==> src/rtl/count_seq_monitor.sv <==
// rtl/count_seq_monitor.sv - sequence checker for a free-running up counter (optional event buffer: COUNT_SEQ_MONITOR_EVT_EN)
module count_seq_monitor #(
    parameter int WIDTH   = 4,
    parameter int EPOCH_W = 8
) (
    input  logic               clk,
    input  logic               reset,
    input  logic               en,
    input  logic [WIDTH-1:0]   count_in,
    input  logic               clr_err,
    output logic               wrap_pulse,
    output logic [EPOCH_W-1:0] epoch,
    output logic               err,
    output logic [7:0]         err_cnt,
    output logic               evt_valid,
    output logic [1:0]         evt_code,
    input  logic               evt_ready,
    output logic               evt_ovf
);

    localparam logic IDLE  = 1'b0;
    localparam logic TRACK = 1'b1;

    logic             state;
    logic [WIDTH-1:0] prev;
    logic [WIDTH-1:0] exp_val;
    logic             tracking;
    logic             seq_wrap;
    logic             seq_err;

    assign exp_val  = prev + 1'b1;
    assign tracking = en && (state == TRACK);
    assign seq_wrap = tracking && (count_in == exp_val) && (exp_val == '0);
    assign seq_err  = tracking && (count_in != prev) && (count_in != exp_val);

    always_ff @(posedge clk or negedge reset) begin
        if (!reset) begin
            state      <= IDLE;
            prev       <= '0;
            wrap_pulse <= 1'b0;
            epoch      <= '0;
            err        <= 1'b0;
            err_cnt    <= 8'd0;
        end else begin
            wrap_pulse <= seq_wrap;
            if (en) begin
                state <= TRACK;
                prev  <= count_in;
            end
            if (seq_wrap) begin
                epoch <= epoch + 1'b1;
            end
            // A fresh error outranks a simultaneous clear so it is never lost.
            if (seq_err) begin
                err     <= 1'b1;
                err_cnt <= clr_err ? 8'd1 : ((err_cnt == 8'hFF) ? err_cnt : err_cnt + 8'd1);
            end else if (clr_err) begin
                err     <= 1'b0;
                err_cnt <= 8'd0;
            end
        end
    end

`ifdef COUNT_SEQ_MONITOR_EVT_EN
    logic new_evt;
    logic load_evt;

    assign new_evt  = seq_wrap || seq_err;
    assign load_evt = new_evt && (!evt_valid || evt_ready);

    always_ff @(posedge clk or negedge reset) begin
        if (!reset) begin
            evt_valid <= 1'b0;
            evt_code  <= 2'b00;
            evt_ovf   <= 1'b0;
        end else begin
            if (load_evt) begin
                evt_valid <= 1'b1;
                evt_code  <= seq_wrap ? 2'b01 : 2'b10;
            end else if (evt_valid && evt_ready) begin
                evt_valid <= 1'b0;
            end
            if (clr_err) begin
                evt_ovf <= 1'b0;
            end else if (new_evt && !load_evt) begin
                evt_ovf <= 1'b1;
            end
        end
    end
`else
    logic unused_evt_ready;

    assign unused_evt_ready = evt_ready;
    assign evt_valid        = 1'b0;
    assign evt_code         = 2'b00;
    assign evt_ovf          = 1'b0;
`endif

endmodule

==> config.mk <==
export PLATFORM = sky130hd
export DESIGN_NAME = count_seq_monitor
export DESIGN_NICKNAME = d
export VERILOG_FILES = /design/src/rtl/count_seq_monitor.sv
export SDC_FILE = /design/constraint.sdc
export NUM_CORES = 1
export LEC_CHECK = 0
export BUFFER_PORTS_ARGS = -buffer_cell sky130_fd_sc_hd__buf_2
export CORE_MARGIN = 8
export CORE_UTILIZATION = 35
export DETAILED_ROUTE_END_ITERATION = 7
export SYNTH_ARGS = -nofsm -noshare
export SYNTH_HDL_FRONTEND = slang
export SYNTH_SLANG_ARGS = --single-unit
==> constraint.sdc <==
create_clock -name clk -period 2.1 [get_ports clk]
set_input_delay 0.42 -clock clk [delete_from_list [all_inputs] [get_ports clk]]
set_output_delay 0.42 -clock clk [all_outputs]
set_load 0.02 [all_outputs]
# ---- Word-level counts from Yosys, hierarchy flattened
# Index checks and enable logic that the tools add are counted.
# W data, S select, Z words.
dict set report totals {
  regBits 23
  in_bits 9
  out_inout_bits 22
  word_cells 28
}
dict set report op_classes {
  add_sub_neg 3
  eq_ne 5
  n_mux 6
  n_reduce_logical 8
}
# cell n
set op_table {}
lappend op_table {{$mux W8} 4}
lappend op_table {{$add A8 B1 Y8 const B} 2}
lappend op_table {{$eq A8 B8 Y1 const B} 1}
lappend op_table {{$ne A4 B4 Y1} 2}
lappend op_table {{$logic_and A1 B1 Y1} 5}
lappend op_table {{$add A4 B1 Y4 const B} 1}
lappend op_table {{$eq A4 B4 Y1} 1}
lappend op_table {{$logic_not A4 Y1} 1}
lappend op_table {{$mux W1} 2}
lappend op_table {{$ne A2 B2 Y1 const B} 1}
lappend op_table {{$reduce_and A2 Y1} 1}
lappend op_table {{$reduce_bool A2 Y1} 1}

# ---- Logic depth before layout (Yosys ltp)
# Gate-level depths: netlist of run 1.
dict set report depth {
  word_depth 5
  mapped_depth 7
  mapped_depth_nobuf 6
}

# ---- Worst setup path before layout of run 1
# No wires, ideal clock.
dict set report synth_timing {
  kind {register -> register}
  startpoint {register prev[0]}
  endpoint {register err_cnt[6]}
  setup_time_ps 123
  arrival_ps 1799
  required_time_ps 1977
  slack_ps 178
  path_stages_with_launch 8
  period_less_slack_ps 1922
  cell_sequence {dfrtp_1 -> ha_1 -> xnor2_1 -> nand2b_1 -> nor3_2 -> buf_2 -> nor3_1 -> o221a_1}
}
dict set report synth_between {
  elab_chain_cells 5
  elab_cells_between_ends 8
  cone_classes {1 x add/sub; 2 x eq/ne; 1 x mux; 4 x reduce/logical}
}
# element line_no
set synth_rtl {}
lappend synth_rtl {{start, declared} 25} ;# logic [WIDTH-1:0] prev;
lappend synth_rtl {{start signal, assigned} 48} ;# prev <= count_in;
lappend synth_rtl {{$add A4 B1 Y4 or $ne A4 B4 Y1 (tied branches)} {31, 34}}
lappend synth_rtl {{$ne A4 B4 Y1 or $logic_and A1 B1 Y1 (tied branches)} 34} ;# assign seq_err = tracking && (count_in != prev) && (count_in != exp_val);
lappend synth_rtl {{$logic_and A1 B1 Y1 *} 34}
lappend synth_rtl {{$reduce_bool A2 Y1 (no line)} --}
lappend synth_rtl {{$reduce_and A2 Y1 (no line)} --}
lappend synth_rtl {{end signal, assigned} 56} ;# err_cnt <= clr_err ? 8'd1 : ((err_cnt == 8'hFF) ? err_cnt : err_cnt + 8'd1);
lappend synth_rtl {{end, declared} 14} ;# output logic [7:0] err_cnt,
# Every way passes the cells marked *; elsewhere a longest branch is shown, timed or not.
# A chain may end at the register's enable or synchronous reset.

# ---- Final worst setup path of run 1
dict set report layout_timing {
  startpoint {register prev[0]}
  endpoint {register err_cnt[3]}
}
# Same word-level chain as after synthesis.

==> run metrics, run 1 <==
busiest grt layer=met2; Slew Viols, Final=0; clock sink count=23; CTS clk-pin slew, worst paths=0.12 ns; GRT overflow=0; DR vias/cell=approximately 5; Post-DP HPWL=between 1.5 and 2 mm; Worst setup SP type=flip-flop; Post-synth EDFFs=0; initial antenna violation count=0; Synth Instances=110; vias in the first global route=approximately 1000; GRT Overall Usage=0.0886; Ports=31; share of post-route cells with drive strength above 1=0.380; IO buf count=25; ys flop type=dfrtp_1; setup slack at placement=approximately 0.024 ns; maximum fanout along the worst path=12; Reg power frac=0.545; FF-to-FF path depth=7; initial core utilization=0.354; clock tree buffer depth=2; Pint=around 640 uW; Tot Pwr=933 uW; Die Width=about 76 um; DRC=0; fmax=between 0.4 and 0.5 GHz; Non-Filler Instances=190; hold_buf cts=0; Synth area leaders=dfrtp_1 45%, xnor2_1 9.0%, ha_1 3.9%; grt met1 use=0.106; share of the synthesized area in the top cell type=0.454; sequential area share after synthesis=0.454; post-route minimum period=between 2 and 2.5 ns; WP data arrival=around 2.2 ns; ant diodes=0; post-synthesis register bit count=23; gpl congestion=slightly below 0.8; Yosys cell types=37; fill cell count=between 300 and 400; final antenna-violating net count=0; Final #Nets=156; combinational power share=0.238; Slew HR=0.645; drt total wl=2.52 mm; DR iter-0 viols=37; clock buffer count from CTS=3; clock power share=0.216; Slew @ Worst Pin=0.532 ns; PD cells=a little over 600 nW/um^2; max-cap viol count=0; static leakage=0.000690 uW; worst setup path endpoint=err_cnt[3]; # rows=22; syn_area_per_cell=between 10 and 15 sq um; root cell of the clock tree=clkbuf_4; Hold Crit Class=in -> async; vias post-DR=around 950; critical path capture point type=flip-flop; Sw Share=0.314; met3 usage=0.0224; CORE AREA=between 3000 and 4000 sq um; asr flop ratio synth=1.00; Area Growth Syn to Fin=20.4%; worst-skew pair later-pin latency=about 0.3 ns; Setup-failing EPs final=0; RSZ-0062 raised after global routing=false; final worst slack=about 0.095 ns; leading cell type in the layout, fill and taps excluded=buf_2; Setup TNS=0 ns; count of final hold-check violations=0; H-tree levels=1; first-pass GRT wire length=approximately 4.5 mm; wire per inst=roughly 13 um; cell taking the most area after synthesis=dfrtp_1; Final Util=0.427; worst reg2reg setup slack=about 0.095 ns; WP data required=around 2.3 ns; FF-to-FF Start=prev[0]; Setup CP Type=reg -> reg; clk_skew=roughly 0.0018 ns; status=finished clean; reg2reg end=err_cnt[3]; drt pass-1 iters=4; full die area=between 5000 and 6000 sq um; number of instances in the placed design=around 180; Max rail drop VDD=between 0.2 and 0.25 mV; Die Height=~76 um; TritonCTS clock tree=done; GR Util met2=0.150; largest net degree at the start of global routing=24; synthesized area=between 1000 and 1500 sq um; Worst Setup SP=prev[0]; Psw=293 uW; period utilisation layout=0.955; most frequent cells in the layout=25 x buf_2, 21 x dfrtp_1, 13 x xnor2_1; synth warn=0
-- metrics by stage --
stage	area, sq um	hold WS [ns]
floorplan	1280	0.124
global placement	1440	0.422
detailed placement	1440	0.434
CTS	1480	0.0864
global route	1530	0.0894
finish	1530	0.0806
-- how the worst min path moves through the flow --
stage | startpoint | end | slack, ns | cells after the start
2_1_floorplan | reset | epoch[0] | 0.12 | 0
3_3_place_gp | reset | err_cnt[7] | 0.42 | 1
3_5_place_dp | reset | err_cnt[7] | 0.43 | 1
4_1_cts | reset | prev[2] | 0.09 | 1
5_1_grt | reset | state | 0.09 | 1
6_report | reset | err_cnt[7] | 0.08 | 1
-- area by class of cell --
cell class	count	area (sq um)	share of cell area
clock buffer	4	26.3	0.0172
inverter	3	11.3	0.00738
multi-input combinational	80	673	0.441
sequential	23	578	0.379
tap	48	60.1	0.0393
timing repair buffer	32	178	0.116
-- repair_timing --
| item | CTS | global route |
|---|---|---|
| gates resized for setup | 0 | 8 |
| pin swaps | 0 | 5 |
| endpoints found under the setup margin | 1 | 8 |
| setup buffers | 1 | 2 |
-- sequential cells by signal, indices dropped and copies added, names as in the netlist --
| name | count |
|---|---|
| state | 1 |
| prev | 4 |
| wrap_pulse | 1 |
| epoch | 8 |
| err | 1 |
| err_cnt | 8 |
-- critical path: stages (launching register included) --
cell and delay, ns:
dfrtp_2 0.47, ha_1 0.24, xor2_2 0.16, xor2_1 0.18, nor3_2 0.05, buf_4 0.17, or4_4 0.52, a21oi_2 0.15
-- cells in the mapped netlist (4+ instances only) --
library cell / number
mux2_2: 4
nand3_1: 4
dfrtp_1: 23
o31ai_1: 5
a21oi_1: 6
ha_1: 4
buf_4: 4
nand4_1: 6
xnor2_1: 13
or4_1: 5
-- logic make-up after synthesis --
family / after synthesis / share of synthesized area
other: 1 / 0.00296
buffers and inverters: 10 / 0.0484
AND/OR/NAND/NOR: 34 / 0.193
adder cells (fa/ha/maj): 4 / 0.0395
multiplexers: 5 / 0.0444
XOR/XNOR: 17 / 0.123
AO/OA/AOI/OAI: 16 / 0.0938
flip-flops: 23 / 0.454
-- metal layers --
layer | vias to the layer above | routed length (um)
li1 | 458 | -
met1 | 470 | 1120
met2 | 17 | 1280
met3 | 2 | 99
met4 | 0 | 23
met5 | - | 0
-- power groups by stage --
stage,Combinational [uW],Sequential (uW),Clock (uW)
floorplan,130,532,0
global placement,207,514,0
detailed placement,212,515,0
CTS,219,507,216
global route,244,514,234
finish,222,509,202
Note: power is estimated with default switching activity, not from simulation.
==> run 2: changes to the inputs <==
--- a/config.mk
+++ b/config.mk
@@ -7,8 +7,9 @@
 export LEC_CHECK = 0
 export BUFFER_PORTS_ARGS = -buffer_cell sky130_fd_sc_hd__buf_2
 export CORE_MARGIN = 8
-export CORE_UTILIZATION = 35
+export CORE_UTILIZATION = 52
 export DETAILED_ROUTE_END_ITERATION = 7
+export PLACE_DENSITY = 0.78
 export SYNTH_ARGS = -nofsm -noshare
 export SYNTH_HDL_FRONTEND = slang
 export SYNTH_SLANG_ARGS = --single-unit
==> constraint.sdc (replaced) <==
create_clock -name clk -period 1.9 [get_ports clk]
set_input_delay 0.38 -clock clk [delete_from_list [all_inputs] [get_ports clk]]
set_output_delay 0.38 -clock clk [all_outputs]
set_load 0.02 [all_outputs]
==> run 2 against run 1 <==
The run now ends with negative setup slack left. Worst hold slack got worse by 0.069 ns. Sequential share of layout area decreased by 3.5 points. Critical path depth increased by 1. Global-route usage increased by 4.9 points. Clock power increased by 18%. Count of clock-buffer cells in the layout decreased by 1. Highest routed layer unchanged.
==> run metrics, run 2 (synthesis gave the netlist of run 1 again) <==
status=finished, violations left; violated checks=negative setup slack; most frequent cells in the layout=25 x buf_2, 23 x dfrtp_1, 15 x buf_4; Top delay family on crit path=simple AND/OR/NAND/NOR gates; Final #Nets=between 150 and 200; largest net degree at the start of global routing=24; Die Height=between 60 and 70 um; TritonCTS clock tree=done; drt total wl=around 3.0 mm; clock sink count=23; crit-path most repeated cell=xnor2_1; clock buffer count from CTS=3; ant diodes=0; initial antenna violation count=0; vias post-DR=1033; Die Width=65.4 um; Largest regs=epoch: 8 flops, err_cnt: 8 flops, prev: 4 flops; vias in the first global route=between 1000 and 1500; count of final hold-check violations=0; Slew Viols, Final=0; Tot Pwr=roughly 1100 uW; Worst setup SP type=flip-flop; slowest cell on the critical path=dfrtp_1; CORE AREA=2390 sq um; first-pass GRT wire length=4.84 mm; Crit path buffers/inverters=2; fmax=0.498 GHz; period utilisation layout=1.06; Hold WS=around 0.011 ns; GRT Overall Usage=0.138; CP peak stage delay=roughly 0.44 ns; full die area=~4300 sq um; Setup CP Type=reg -> reg; Final Util=0.702; # rows=18; IO buf count=25; clk_skew=around 0.0077 ns; Setup-failing EPs final=13; placed cell area=between 1000 and 1500 sq um; CTS clk-pin slew, worst paths=about 0.14 ns; final worst slack=-0.107 ns; Area Growth Syn to Fin=32.2%; fin area=about 1700 sq um; Max rail drop VDD=0.484 mV; critical path capture point type=flip-flop; FF-to-FF path depth=8; DR vias/cell=5.61; post-route minimum period=between 2 and 2.5 ns; worst-skew pair later-pin latency=~0.32 ns; Setup TNS=-0.753 ns; root cell of the clock tree=clkbuf_4; DRC=0; drt pass-1 iters=4; gpl congestion=0.803; CP Cell Sequence=ha_1 > xnor2_1 > nand2b_1 > buf_6 > nor4_4 > buf_4 > nand4_1 > xnor2_1; max-cap viol count=0; leading cell type in the layout, fill and taps excluded=buf_2; initial core utilization=0.531; RSZ-0062 raised after global routing=true; Stages on worst setup path=8; WP data required=roughly 2.1 ns; PD cells=between 600 and 700 nW/um^2; DR iter-0 viols=44; maximum fanout along the worst path=6; share of post-route cells with drive strength above 1=0.448; Slew HR=0.643; Hold Crit Class=in -> async; static leakage=0.000773 uW; Slew @ Worst Pin=0.531 ns; WP data arrival=around 2.2 ns; hold_buf cts=0; GRT overflow=0; final antenna-violating net count=0; clock tree buffer depth=2; Ports=31; H-tree levels=1; wire per inst=between 15 and 20 um
-- run 2: cell types whose count changed in the layout (fill, tap and decap cells not counted), moves of 2 or more --
| cell | delta |
|---|---|
| buf_6 | +2 |
| dfrtp_1 | +2 |
| buf_4 | +8 |
| nor3_4 | +2 |
| xor2_1 | -2 |
| dfrtp_2 | -2 |
| xor2_4 | +2 |
-- run 2: metrics by stage --
step	cells	setup WS, ns
3_5_place_dp	171	-0.108
5_1_grt	184	-0.187
3_3_place_gp	171	-0.0491
4_1_cts	180	-0.0644
2_1_floorplan	113	0.0135
6_report	184	-0.107
-- run 2: power by group --
group          total, uW  internal, uW  switching, uW  leakage [uW]
registers            562           518           43.6      0.000301
logic                333           145            187      0.000455
clock network        238          78.7            159     0.0000177
-- run 2: area by class of cell --
| type | count | area [sq um] |
|---|---|---|
| flip-flops and latches | 23 | 576 |
| fillers | 191 | 712 |
| inverters | 3 | 11.3 |
| multi-input cells | 82 | 763 |
| well taps | 30 | 37.5 |
| repair buffers | 42 | 260 |
| clock inverters | 1 | 5.00 |
| clock buffers | 3 | 22.5 |
-- run 2: per-layer routing --
| layer | global-route usage | vias up | share of wire |
|---|---|---|---|
| met1 | 0.162 | 512 | 0.41 |
| met2 | 0.245 | 22 | 0.54 |
| li1 | - | 495 | - |
| met4 | 0.0354 | 0 | 0.010 |
| met5 | 0 | - | 0 |
| met3 | 0.0340 | 4 | 0.040 |
-- run 2: final timing paths --
path | start | to | slack (ns)
worst max register to register | prev[0] | epoch[4] | -0.11
worst min-delay path | reset | state | 0.01
min in group clk | count_in[0] | prev[0] | 0.32
worst min register to register | epoch[7] | epoch[7] | 0.47
worst max-delay path | prev[0] | epoch[4] | -0.11
max in group asynchronous | reset | err_cnt[1] | 1.54
-- run 2: worst reg2reg max path, delay by kind of cell, from the launching register on --
family	cells	cell delay, ns
fa+ha+maj	1	0.32
buf+inv	2	0.36
xor+xnor	2	0.27
flops	1	0.44
simple gates	3	0.53
-- run 2: what timing repair did --
| action | 4_1_cts | 5_1_grt |
|---|---|---|
| setup endpoints to repair | 11 | 15 |
| pin swaps | 15 | 9 |
| resized for setup | 7 | 11 |
| cloned | 2 | 0 |
| buffers inserted | 4 | 4 |
==> run 3: changes to the inputs <==
--- a/config.mk
+++ b/config.mk
@@ -10,6 +10,7 @@
 export CORE_UTILIZATION = 52
 export DETAILED_ROUTE_END_ITERATION = 7
 export PLACE_DENSITY = 0.78
+export SKIP_CTS_REPAIR_TIMING = 1
 export SYNTH_ARGS = -nofsm -noshare
 export SYNTH_HDL_FRONTEND = slang
 export SYNTH_SLANG_ARGS = --single-unit
==> run 3 against run 2 <==
The run still ends with negative setup slack left. Critical endpoint is now err_cnt[3]. Sequential power barely moved. Utilization fell by 5.6 points. Final area fell by 8.0%. Via count fell by 4.8%. Cell count fell by 3.8%. Sequential share of layout area rose by 3.0 points. Critical path depth fell by 1. Global-route usage fell by 1.5 points. Fmax rose by 3.1%. Highest routed layer is now met3.
==> run metrics, run 3 (synthesis gave the netlist of run 1 again) <==
CORE AREA=between 2000 and 2500 sq um; GRT Overall Usage=0.123; Max rail drop VDD=0.491 mV; Final #Nets=roughly 160; H-tree levels=1; critical path capture point type=flip-flop; initial core utilization=0.531; Die Width=between 60 and 70 um; status=finished, violations left; DRC=0; Largest regs=epoch: 8 flops, err_cnt: 8 flops, prev: 4 flops; leading cell type in the layout, fill and taps excluded=buf_2; drt pass-1 iters=3; Setup TNS=-0.290 ns; initial antenna violation count=0; violated checks=negative setup slack; Multi-input gate area=around 670 sq um; WP data arrival=roughly 2.2 ns; largest net degree at the start of global routing=24; FF-to-FF path depth=7; setup slack at placement=-0.108 ns; drt total wl=~2.5 mm; clock buffer count from CTS=3; root cell of the clock tree=clkbuf_4; ant diodes=0; RSZ-0062 raised after global routing=true; full die area=between 4000 and 5000 sq um; WP data required=around 2.2 ns; # rows=18; CP peak stage delay=0.51 ns; Final Util=0.646; PD cells=681 nW/um^2; count of final hold-check violations=0; clock sink count=23; max-cap viol count=0; gpl congestion=around 0.80; CP Cell Sequence=ha_2 > xnor2_1 > nand2b_1 > nor3_2 > buf_6 > or4_4 > a21oi_2; Area Growth Syn to Fin=21.6%; Slew HR=0.660; clk_skew=~0.0014 ns; Setup CP Type=reg -> reg; vias in the first global route=960; reg2reg end=err_cnt[3]; Hold WS=0.0214 ns; fill cell count=220; final worst slack=-0.0463 ns; clock tree buffer depth=2; DR vias/cell=5.55; share of post-route cells with drive strength above 1=0.395; Setup-failing EPs final=9; worst reg2reg setup slack=-0.05 ns; Tot Pwr=approximately 1100 uW; Slew Viols, Final=0; Hold Crit Class=in -> async; DR iter-0 viols=24; Worst setup SP type=flip-flop; CTS clk-pin slew, worst paths=between 0.1 and 0.15 ns; most frequent cells in the layout=25 x buf_2, 23 x dfrtp_1, 13 x xnor2_1; maximum fanout along the worst path=11; period utilisation layout=1.02; GRT overflow=0; static leakage=~0.00072 uW; TritonCTS clock tree=done; final antenna-violating net count=0; vias post-DR=about 1000; Ports=31; post-route minimum period=between 1.5 and 2 ns; FF-to-FF Start=prev[0]; IO buf count=25; first-pass GRT wire length=approximately 4.4 mm; Die Height=65.4 um; Register Area=around 580 sq um; slowest cell on the critical path=or4_4; fmax=0.514 GHz; wire per inst=13.9 um; Slew @ Worst Pin=~0.51 ns; worst-skew pair later-pin latency=just over 0.3 ns
## run 3: area by class of cell
class | count | share of cell area
clock inverters | 1 | 0.00325
repair buffers | 37 | 0.142
multi-input cells | 80 | 0.435
clock buffers | 3 | 0.0146
flip-flops and latches | 23 | 0.373
well taps | 30 | 0.0244
inverters | 3 | 0.00731
## run 3: worst max-delay path: cells and delay by family (launching register included)
kind            cells  cell delay [ns]
simple gates        3             0.76
flops               1             0.44
fa+ha+maj           1             0.29
buf+inv             1             0.14
compound gates      1             0.14
xor+xnor            1             0.12
## run 3: where the power goes
part / internal, uW / total (uW) / switching, uW
Combinational: 116 / 266 / 150
Clock: 78.5 / 225 / 146
Sequential: 518 / 560 / 41.8
Total: 712 / 1050 / 338
## run 3: per-stage QoR
| stage | instances | instance area [sq um] |
|---|---|---|
| 3_5_place_dp | 171 | 1470 |
| 6_report | 177 | 1540 |
| 5_1_grt | 177 | 1540 |
| 4_1_cts | 175 | 1490 |
| 3_3_place_gp | 171 | 1470 |
| 2_1_floorplan | 113 | 1280 |
## run 3: routing by layer
metal	up-vias	wire length, um	global-route usage
met5	-	0	0
met4	0	0	0.0163
met3	0	111	0.0306
met2	17	1300	0.224
met1	492	1050	0.144
li1	474	-	-
## run 3: how the worst max path moves through the flow
stage	start	to	slack [ns]	depth (start not counted)
floorplan	prev[0]	err_cnt[6]	0.01	7
global placement	prev[0]	err_cnt[5]	-0.05	7
detailed placement	prev[0]	err_cnt[5]	-0.11	7
CTS	prev[0]	err_cnt[5]	-0.14	7
global route	prev[1]	err_cnt[4]	-0.13	6
finish	prev[0]	err_cnt[3]	-0.05	7
